===== config.mk =====
export PLATFORM = sky130hd
export DESIGN_NAME = stream_pkt_arb
export DESIGN_NICKNAME = d
export VERILOG_FILES = /design/src/rtl/stream_pkt_arb_pkg.sv /design/src/rtl/stream_pkt_arb_rr_pick.sv /design/src/rtl/stream_pkt_arb.sv
export SDC_FILE = /design/constraint.sdc
export NUM_CORES = 1
export LEC_CHECK = 0
export ABC_AREA = 1
export BUFFER_PORTS_ARGS = -buffer_cell sky130_fd_sc_hd__buf_2
export CAP_MARGIN = 5
export CORE_AREA = 2 2 76 49
export DETAILED_ROUTE_END_ITERATION = 6
export DIE_AREA = 0 0 78 51
export GPL_TIMING_DRIVEN = 1
export HOLD_SLACK_MARGIN = 0.1
export PLACE_DENSITY = 0.76
export RECOVER_POWER = 25
export SLEW_MARGIN = 20
export SYNTH_ARGS = -nofsm -noshare
export SYNTH_HDL_FRONTEND = slang
export SYNTH_SLANG_ARGS = --single-unit

===== constraint.sdc =====
create_clock -name clk -period 1.7 [get_ports clk]
set_clock_uncertainty 0.05 [all_clocks]
set_input_delay 0.255 -clock clk [delete_from_list [all_inputs] [get_ports clk]]
set_output_delay 0.255 -clock clk [all_outputs]
set_load 0.005 [all_outputs]

===== src/rtl/stream_pkt_arb_pkg.sv =====
`default_nettype none
// ============================================================================
// Module   : stream_pkt_arb_pkg
// Purpose  : Shared types and helpers for the packet-granular stream arbiter.
// Revision : 1.0 - initial release
// ============================================================================
package stream_pkt_arb_pkg;

  // Arbiter FSM: IDLE selects a source, XFER holds the grant until eos.
  typedef enum logic {
    ARB_IDLE = 1'b0,
    ARB_XFER = 1'b1
  } arb_state_e;

  // Increment modulo n; works for non-power-of-two source counts.
  function automatic int wrap_inc(input int v, input int n);
    return (v + 1 >= n) ? 0 : v + 1;
  endfunction

endpackage
`default_nettype wire


===== src/rtl/stream_pkt_arb_rr_pick.sv =====
`default_nettype none
// ============================================================================
// Module   : stream_pkt_arb_rr_pick
// Purpose  : Combinational round-robin picker. Rotates the request vector so
//            that ptr lands on bit 0, priority-encodes the lowest set bit and
//            adds ptr back modulo nsrc.
// Revision : 1.0 - initial release
// ============================================================================
module stream_pkt_arb_rr_pick #(
  parameter int nsrc     = 4,
  parameter int selwidth = 2
) (
  input  logic [nsrc-1:0]     req,
  input  logic [selwidth-1:0] ptr,
  output logic                any,
  output logic [selwidth-1:0] pick
);

  localparam logic [selwidth:0] c_nsrc = (selwidth+1)'(nsrc);

  logic [nsrc-1:0]     rot;
  logic [selwidth-1:0] off;
  logic [selwidth:0]   sum;

  // Rotate right by ptr: rot[i] = req[(ptr + i) mod nsrc] (ptr < nsrc).
  assign rot = nsrc'({req, req} >> ptr);

  // Lowest set bit of the rotated vector is the first candidate after ptr.
  always_comb begin
    any = 1'b0;
    off = '0;
    for (int i = nsrc - 1; i >= 0; i--) begin
      if (rot[i]) begin
        any = 1'b1;
        off = selwidth'(i);
      end
    end
  end

  // Undo the rotation: pick = (ptr + off) mod nsrc, one conditional subtract.
  always_comb begin
    sum = {1'b0, ptr} + {1'b0, off};
    if (sum >= c_nsrc) begin
      sum = sum - c_nsrc;
    end
    pick = sum[selwidth-1:0];
  end

endmodule
`default_nettype wire


===== src/rtl/stream_pkt_arb.sv =====
`default_nettype none
// ============================================================================
// Module   : stream_pkt_arb
// Purpose  : Merges nsrc rdy/en/eos/data streams into one sink. Grants are
//            held for a whole packet (first word through eos) and rotate
//            round-robin between packets. A one-word output register sits
//            between the sources and the sink.
// Revision : 1.0 - initial release
// ============================================================================
module stream_pkt_arb
  import stream_pkt_arb_pkg::*;
#(
  parameter int datawidth = 8,
  parameter int nsrc      = 4,
  parameter int selwidth  = 2
) (
  input  logic                      clk,
  input  logic                      reset,
  input  logic [nsrc-1:0]           src_rdy,
  output logic [nsrc-1:0]           src_en,
  input  logic [nsrc-1:0]           src_eos,
  input  logic [nsrc*datawidth-1:0] src_data,
  input  logic [nsrc-1:0]           src_mask,
  input  logic                      dst_rdy,
  output logic                      dst_en,
  output logic                      dst_eos,
  output logic [datawidth-1:0]      dst_data,
  output logic [selwidth-1:0]       dst_src,
  output logic                      busy
);

  arb_state_e           state_q, state_d;
  logic [selwidth-1:0]  grant_q, grant_d;
  logic [selwidth-1:0]  ptr_q,   ptr_d;
  logic                 ovalid_q, ovalid_d;
  logic                 oeos_q,  oeos_d;
  logic [datawidth-1:0] odata_q, odata_d;
  logic [selwidth-1:0]  osrc_q,  osrc_d;

  logic [nsrc-1:0]      req;
  logic                 req_any;
  logic [selwidth-1:0]  req_pick;
  logic                 g_rdy;
  logic                 g_eos;
  logic [datawidth-1:0] g_data;
  logic                 take;
  logic                 out_fire;

  // Masked sources are skipped only when choosing a new packet.
  assign req = src_rdy & src_mask;

  stream_pkt_arb_rr_pick #(
    .nsrc     (nsrc),
    .selwidth (selwidth)
  ) u_rr_pick (
    .req  (req),
    .ptr  (ptr_q),
    .any  (req_any),
    .pick (req_pick)
  );

  // Select the granted source's rdy/eos/data.
  always_comb begin
    g_rdy  = 1'b0;
    g_eos  = 1'b0;
    g_data = '0;
    for (int i = 0; i < nsrc; i++) begin
      if (grant_q == selwidth'(i)) begin
        g_rdy  = src_rdy[i];
        g_eos  = src_eos[i];
        g_data = src_data[i*datawidth +: datawidth];
      end
    end
  end

  // A word moves when granted source has data and the output register is
  // empty or draining this cycle.
  assign take     = (state_q == ARB_XFER) && g_rdy && (!ovalid_q || dst_rdy);
  assign out_fire = ovalid_q && dst_rdy;

  // One-hot consume strobe toward the granted source.
  always_comb begin
    src_en = '0;
    for (int i = 0; i < nsrc; i++) begin
      if (take && (grant_q == selwidth'(i))) begin
        src_en[i] = 1'b1;
      end
    end
  end

  // Next-state: grant selection, packet completion, output register load.
  always_comb begin
    state_d  = state_q;
    grant_d  = grant_q;
    ptr_d    = ptr_q;
    ovalid_d = ovalid_q;
    oeos_d   = oeos_q;
    odata_d  = odata_q;
    osrc_d   = osrc_q;

    case (state_q)
      ARB_IDLE: begin
        if (req_any) begin
          grant_d = req_pick;
          state_d = ARB_XFER;
        end
      end
      ARB_XFER: begin
        if (take && g_eos) begin
          state_d = ARB_IDLE;
          ptr_d   = selwidth'(wrap_inc(int'(grant_q), nsrc));
        end
      end
      default: state_d = ARB_IDLE;
    endcase

    if (take) begin
      ovalid_d = 1'b1;
      oeos_d   = g_eos;
      odata_d  = g_data;
      osrc_d   = grant_q;
    end else if (out_fire) begin
      ovalid_d = 1'b0;
    end
  end

  // State and output register, synchronous reset.
  always_ff @(posedge clk) begin
    if (reset) begin
      state_q  <= ARB_IDLE;
      grant_q  <= '0;
      ptr_q    <= '0;
      ovalid_q <= 1'b0;
      oeos_q   <= 1'b0;
      odata_q  <= '0;
      osrc_q   <= '0;
    end else begin
      state_q  <= state_d;
      grant_q  <= grant_d;
      ptr_q    <= ptr_d;
      ovalid_q <= ovalid_d;
      oeos_q   <= oeos_d;
      odata_q  <= odata_d;
      osrc_q   <= osrc_d;
    end
  end

  assign dst_en   = out_fire;
  assign dst_eos  = oeos_q && ovalid_q;
  assign dst_data = odata_q;
  assign dst_src  = osrc_q;
  assign busy     = (state_q == ARB_XFER);

endmodule
`default_nettype wire


==> results of run 1 <==
-- cell families (layout without fill, tap and decap cells) --
kind of cell,after synthesis,after routing,share of synthesized area (%)
xor+xnor,1,1,0.672
buf+inv,28,119,11.1
compound gates,47,47,18.8
simple gates,123,123,38.5
fa+ha+maj,5,5,4.80
flops,17,17,26.1
-- how the worst max path moves through the flow --
| stage | startpoint | endpoint | slack [ps] | cells past startpoint |
|---|---|---|---|---|
| after floorplan | grant_q[1]$_SDFFE_PP0P_ | src_en[0] | 20 | 9 |
| after global placement | grant_q[0]$_SDFFE_PP0P_ | dst_data[5]$_SDFFE_PP0P_ | -140 | 11 |
| after detailed placement | grant_q[0]$_SDFFE_PP0P_ | dst_data[0]$_SDFFE_PP0P_ | -180 | 10 |
| after CTS | grant_q[1]$_SDFFE_PP0P_ | src_en[3] | -150 | 9 |
| after global routing | grant_q[0]$_SDFFE_PP0P_ | src_en[3] | -250 | 9 |
| final | grant_q[0]$_SDFFE_PP0P_ | src_en[3] | -160 | 9 |
-- critical path, stage by stage (launching register included) --
cell and delay, ps:
dfxtp_4 380, inv_6 80, ha_4 150, nand2_2 50
nand2_2 70, nand3_2 60, a21oi_2 160, nand2_2 120
nor2_2 120, buf_2 120
-- cells in the mapped netlist --
master	count	area, um^2
buf_6	3	33.8
a21oi_1	18	90.1
inv_2	1	3.75
buf_2	5	25.0
nand3_1	22	110
nor2_4	1	11.3
o21ai_0	27	135
dfxtp_1	17	340
buf_4	1	7.51
xor2_1	1	8.76
nor2_1	30	113
inv_4	1	6.26
and2_1	1	6.26
a21boi_2	1	11.3
ha_1	5	62.6
clkbuf_1	1	3.75
inv_1	15	56.3
a21oi_2	1	8.76
nand2_1	68	255
nand4_1	1	6.26
inv_6	1	8.76
-- area by class of cell --
cell class / instances / share of cell area (%)
timing repair buffer: 97 / 28.2
clock inverter: 1 / 0.352
clock buffer: 3 / 1.93
sequential: 17 / 16.5
inverter: 18 / 4.10
tap: 47 / 2.75
multi-input combinational: 176 / 46.1
-- placed cells by master (no fill, tap or decap), types with 2 or more instances in the layout --
cell / n
o21ai_2: 4
nand2_2: 8
o21ai_0: 16
nand3_1: 16
buf_6: 2
o21ai_1: 7
clkbuf_8: 3
dfxtp_1: 13
buf_2: 62
a21oi_2: 4
inv_4: 3
nor2_2: 4
buf_12: 2
a21oi_1: 15
nor2_4: 2
inv_2: 2
nand2_4: 2
nand2_1: 58
dfxtp_4: 3
inv_1: 11
ha_4: 3
nand3_2: 6
nor2_1: 25
buf_4: 30
ha_2: 2
-- flip-flops by register name (all words and copies together), names as in the netlist --
signal / flops
dst_src: 2
dst_data: 8
busy: 1
grant_q: 2
ovalid_q: 1
oeos_q: 1
ptr_q: 2
-- report_power, final --
part | total, mW | internal (mW) | switching [mW]
clock network | 0.310 | 0.165 | 0.145
logic | 2.39 | 1.09 | 1.30
registers | 0.687 | 0.555 | 0.131
total | 3.38 | 1.81 | 1.57
-- what timing repair did --
item	4_1_cts	5_1_grt
setup endpoints to repair	19	20
pin swaps	17	9
hold buffers	0	0
setup buffers	14	3
resized for setup	52	21
-- per-layer routing --
metal | part of all wire [%] | global-route usage (%)
met5 | 0 | 0
met2 | 45 | 39.1
met4 | 2.0 | 8.48
met1 | 47 | 29.1
met3 | 6.4 | 6.36
-- through the flow --
stage | total power, mW | area [um^2] | utilization, %
3_5_place_dp | 2.43 | 1780 | 52.2
3_3_place_gp | 2.40 | 1780 | 52.2
6_report | 3.38 | 2130 | 62.7
2_1_floorplan | 1.77 | 1300 | -
5_1_grt | 3.68 | 2130 | 62.7
4_1_cts | 3.15 | 2070 | 61.0
==> results.yml, run 1 <==
timing:
  hold_viol_final: 0
  fin_crit_ps: 1860
  max_slew.worst_pin.slew_ps: 277
  finalSetupViolCount: 20
  drv_slew: 0
  setup_ws_ps: -161
  slew_headroom_pct: 81.5
  final.setup.tns_ps: -1390
  max_freq_ghz: 0.537
  rsz0062_at_grt: "true"
  holdWs_ps: 221
  fin_crit_sh_pct: 109
layout:
  multi_input_area_um2: 985
  nets: 365
  diodes: 0
  area_delta_synth_final_pct: 63.7
  drive_gt1_share_pct: 47.4
  n_fill_cell: 303
  regArea_um2: 353
  fin_cells: 359
floorplanning:
  fp.dieW_um: 78
  initial_utilization_pct: 38.3
  row_count: 17
  io_pins: 64
  core-area_um2: 3400
  die_area_um2: 3980
  die-height_um: 51
synthesis:
  syn_nets: 273
  syn_inst: 221
  seq_area_frac_synth_pct: 26.1
  avgSynthCellArea_um2: 5.90
  yosys_warnings: 0
  synthesis.area_um2: 1300
  yosys_register_bits: 17
  synth_cell_types: 21
outcome:
  violations: "setup timing"
  status: "finished, violations left"
clock_network:
  cts-buffers-inserted: 3
  clk_path_buf_depth: 2
  cts_tree: "built"
  cts_sinks: 17
  clk_latency_ps: 250
  cts_root_buffer: "clkbuf_8"
  h-tree-depth: 1
  clkTransAtPathRegs_ps: 70
detailed_routing:
  ant_nets: 0
  wl_per_cell_um: 12.7
  firstDrtPassIters: 4
  drc: 0
  vias: 1742
  vias_per_cell: 4.85
  drt_iter0_drc: 96
  routed_wl_mm: 4.58
worst_setup_path:
  crit_fanout: 5
  rrSetupSlack_ps: -140
  cp-start-kind: "flop"
  cp.arrival_ps: 1560
  path_class: "flop to primary output"
  end_kind: "primary output"
  r2r-start: "grant_q[0]$_SDFFE_PP0P_"
  required_ps: 1390
  reg2regPathDepth: 12
  reg2reg_to: "dst_data[0]$_SDFFE_PP0P_"
power_and_ir_drop:
  power.density_nw_per_um2: 1590
  power_leakage_nw: 1.10
  peakVddDrop_v: 0.000736
global_routing:
  grt_pass1_vias: 1648
  antenna_found_initial: 0
  grt_pass1_wl_mm: 7.33
  overflow: 0
  grt_start_max_net_pins: 19
  grt_usage_pct: 23.3
placed_design:
  pre_cts_slack_ps: -183
  portBuffers: 63
  numPlacedInstances: 340
  gp_congestion: 0.896
  dpl.hpwl_mm: 3.10
min_path:
  min_path_cells: 2
  worst_hold_path.endpoint: "dst_src[1]$_SDFFE_PP0P_"
  min_path_type: "input pin to flop"
  worstHoldStart: "reset"
run:
  maxCapViolCount: 0
Note: power is estimated with default switching activity, not from simulation.
==> run 2: changes to the inputs <==
--- a/config.mk
+++ b/config.mk
@@ -8,12 +8,12 @@
 export ABC_AREA = 1
 export BUFFER_PORTS_ARGS = -buffer_cell sky130_fd_sc_hd__buf_2
 export CAP_MARGIN = 5
-export CORE_AREA = 2 2 76 49
+export CORE_AREA = 2 2 73 47
 export DETAILED_ROUTE_END_ITERATION = 6
-export DIE_AREA = 0 0 78 51
+export DIE_AREA = 0 0 75 49
 export GPL_TIMING_DRIVEN = 1
 export HOLD_SLACK_MARGIN = 0.1
-export PLACE_DENSITY = 0.76
+export PLACE_DENSITY = 0.79
 export RECOVER_POWER = 25
 export SLEW_MARGIN = 20
 export SYNTH_ARGS = -nofsm -noshare
==> constraint.sdc (replaced) <==
create_clock -name clk -period 2 [get_ports clk]
set_clock_uncertainty 0.05 [all_clocks]
set_input_delay 0.3 -clock clk [delete_from_list [all_inputs] [get_ports clk]]
set_output_delay 0.3 -clock clk [all_outputs]
set_load 0.005 [all_outputs]
==> run 2 against run 1 <==
- the run now ends clean
- global-route usage shrank 1.4 points
- critical path type unchanged
- wire length decreased by 14%
- worst setup slack gained 260 ps
- largest cell class unchanged
- non-clock buffer count decreased by 22
- register-to-register slack improved by 320 ps
- sequential cell count unchanged
- sequential power is 15% lower
- count of clock-buffer cells in the layout did not move
==> results.yml, run 2 (same netlist as run 1, synthesis figures left out) <==
power_and_ir_drop:
  power_frac_seq_pct: 24.9
  p_clk_share_pct: 10.7
  peakVddDrop_v: 0.000730
  power_leakage_nw: 0.959
  finalPower_mw: 2.34
  internal_power_mw: 1.23
  power_switching_mw: 1.11
  p_comb_share_pct: 64.3
  switching_share_pct: 47.5
  power.density_nw_per_um2: 1300
placed_design:
  portBuffers: 63
  gp_congestion: 0.839
  numPlacedInstances: 327
  dpl.hpwl_mm: 3.05
  placed_cell_area_um2: 1680
global_routing:
  overflow: 0
  grt_pass1_vias: 1414
  grt_start_max_net_pins: 19
  grt_usage_pct: 21.9
  antenna_found_initial: 0
  grt_pass1_wl_mm: 6.29
floorplanning:
  core-area_um2: 3060
  row_count: 16
  die-height_um: 49
  io_pins: 64
  die_area_um2: 3680
  initial_utilization_pct: 42.6
  fp.dieW_um: 75
worst_setup_path:
  end_kind: "primary output"
  cp.arrival_ps: 1550
  crit_fanout: 5
  path_class: "flop to primary output"
  required_ps: 1650
  cp-start-kind: "flop"
timing:
  holdWs_ps: 265
  drv_slew: 0
  finalSetupViolCount: 0
  final.setup.tns_ps: 0
  hold_viol_final: 0
  fin_crit_ps: 1900
  fin_crit_sh_pct: 94.9
  max_slew.worst_pin.slew_ps: 278
  max_freq_ghz: 0.527
  slew_headroom_pct: 81.3
detailed_routing:
  firstDrtPassIters: 4
  routed_wl_mm: 3.95
  ant_nets: 0
  vias_per_cell: 4.85
  vias: 1625
  wl_per_cell_um: 11.8
  drc: 0
  drt_iter0_drc: 179
layout:
  most-common-layout-cells: "nand2_1, buf_2, nor2_1"
  n_fill_cell: 319
  drive_gt1_share_pct: 32.4
  layout_commonest_cell: "nand2_1"
  diodes: 0
  largest_reg_flops: 8
  multi_input_area_um2: 856
  nets: 343
  fin_cells: 335
  area_delta_synth_final_pct: 38.5
  regArea_um2: 352
  post-route-cell-area_um2: 1810
clock_network:
  clk_path_buf_depth: 2
  cts_tree: "built"
  cts-buffers-inserted: 3
  clk_latency_ps: 250
  h-tree-depth: 1
  cts_sinks: 17
  cts_root_buffer: "clkbuf_8"
  clkTransAtPathRegs_ps: 70
  cts_hold_buf: 0
run:
  maxCapViolCount: 0
min_path:
  min_path_type: "input pin to flop"
outcome:
  status: "completed"
## run 2: changes by cell type in the layout (fill, tap and decap cells not counted), moves of 3 or more
| cell | previous run | this run |
|---|---|---|
| buf_4 | 30 | 11 |
| o21ai_0 | 16 | 27 |
| nand2_1 | 58 | 67 |
| nand2_2 | 8 | 1 |
| o21ai_1 | 7 | 0 |
| nand3_1 | 16 | 21 |
| nand3_2 | 6 | 1 |
| nor2_1 | 25 | 29 |
| o21ai_2 | 4 | 0 |
| a21oi_1 | 15 | 18 |
| a21oi_2 | 4 | 1 |
| nor2_2 | 4 | 1 |
## run 2: area by class of cell
type,count,share of cell area (%)
multi-input combinational,176,47.4
timing repair buffer,75,23.0
sequential,17,19.5
inverter,18,4.44
tap,45,3.12
clock buffer,3,2.29
clock inverter,1,0.277
## run 2: repair_timing
item	CTS	global route
pin swaps	2	2
resized for setup	9	9
setup endpoints to repair	4	5
gates cloned	0	0
buffers inserted	2	2
## run 2: layer usage
layer / global-route usage [%] / vias up / share of wire [%]
met5: 0 / - / 0
met4: 4.46 / 0 / 0.66
met3: 2.69 / 4 / 6.7
met2: 33.2 / 62 / 42
met1: 33.0 / 709 / 51
li1: - / 850 / -
## run 2: final timing paths
kind,startpoint,endpoint,slack (ps),cells after the start
worst max-delay path,grant_q[0]$_SDFFE_PP0P_,src_en[3],100,8
worst min-delay path,reset,dst_src[1]$_SDFFE_PP0P_,270,2
worst max register to register,ptr_q[0]$_SDFFE_PP0P_,grant_q[1]$_SDFFE_PP0P_,180,13
worst min register to register,dst_src[1]$_SDFFE_PP0P_,dst_src[1]$_SDFFE_PP0P_,430,2
## run 2: critical path, stage by stage, from the launching register on
cell	delay, ps
dfxtp_4	400
inv_4	60
ha_2	190
inv_1	80
nand3_2	80
a21oi_2	160
nand2_2	110
nor2_2	100
buf_2	120
## run 2: power groups by stage
stage	clock (mW)	combinational [mW]	sequential (mW)
after floorplan	0	0.976	0.532
after detailed placement	0	1.37	0.559
after global routing	0.281	1.71	0.600
after global placement	0	1.34	0.555
final	0.252	1.51	0.583
after CTS	0.254	1.42	0.560
## run 2: per-stage QoR
step	setup WS, ps	util (%)
after detailed placement	25.2	54.8
after floorplan	275	-
final	102	58.9
after global routing	-4.48	58.9
after CTS	7.64	57.3
after global placement	114	54.8
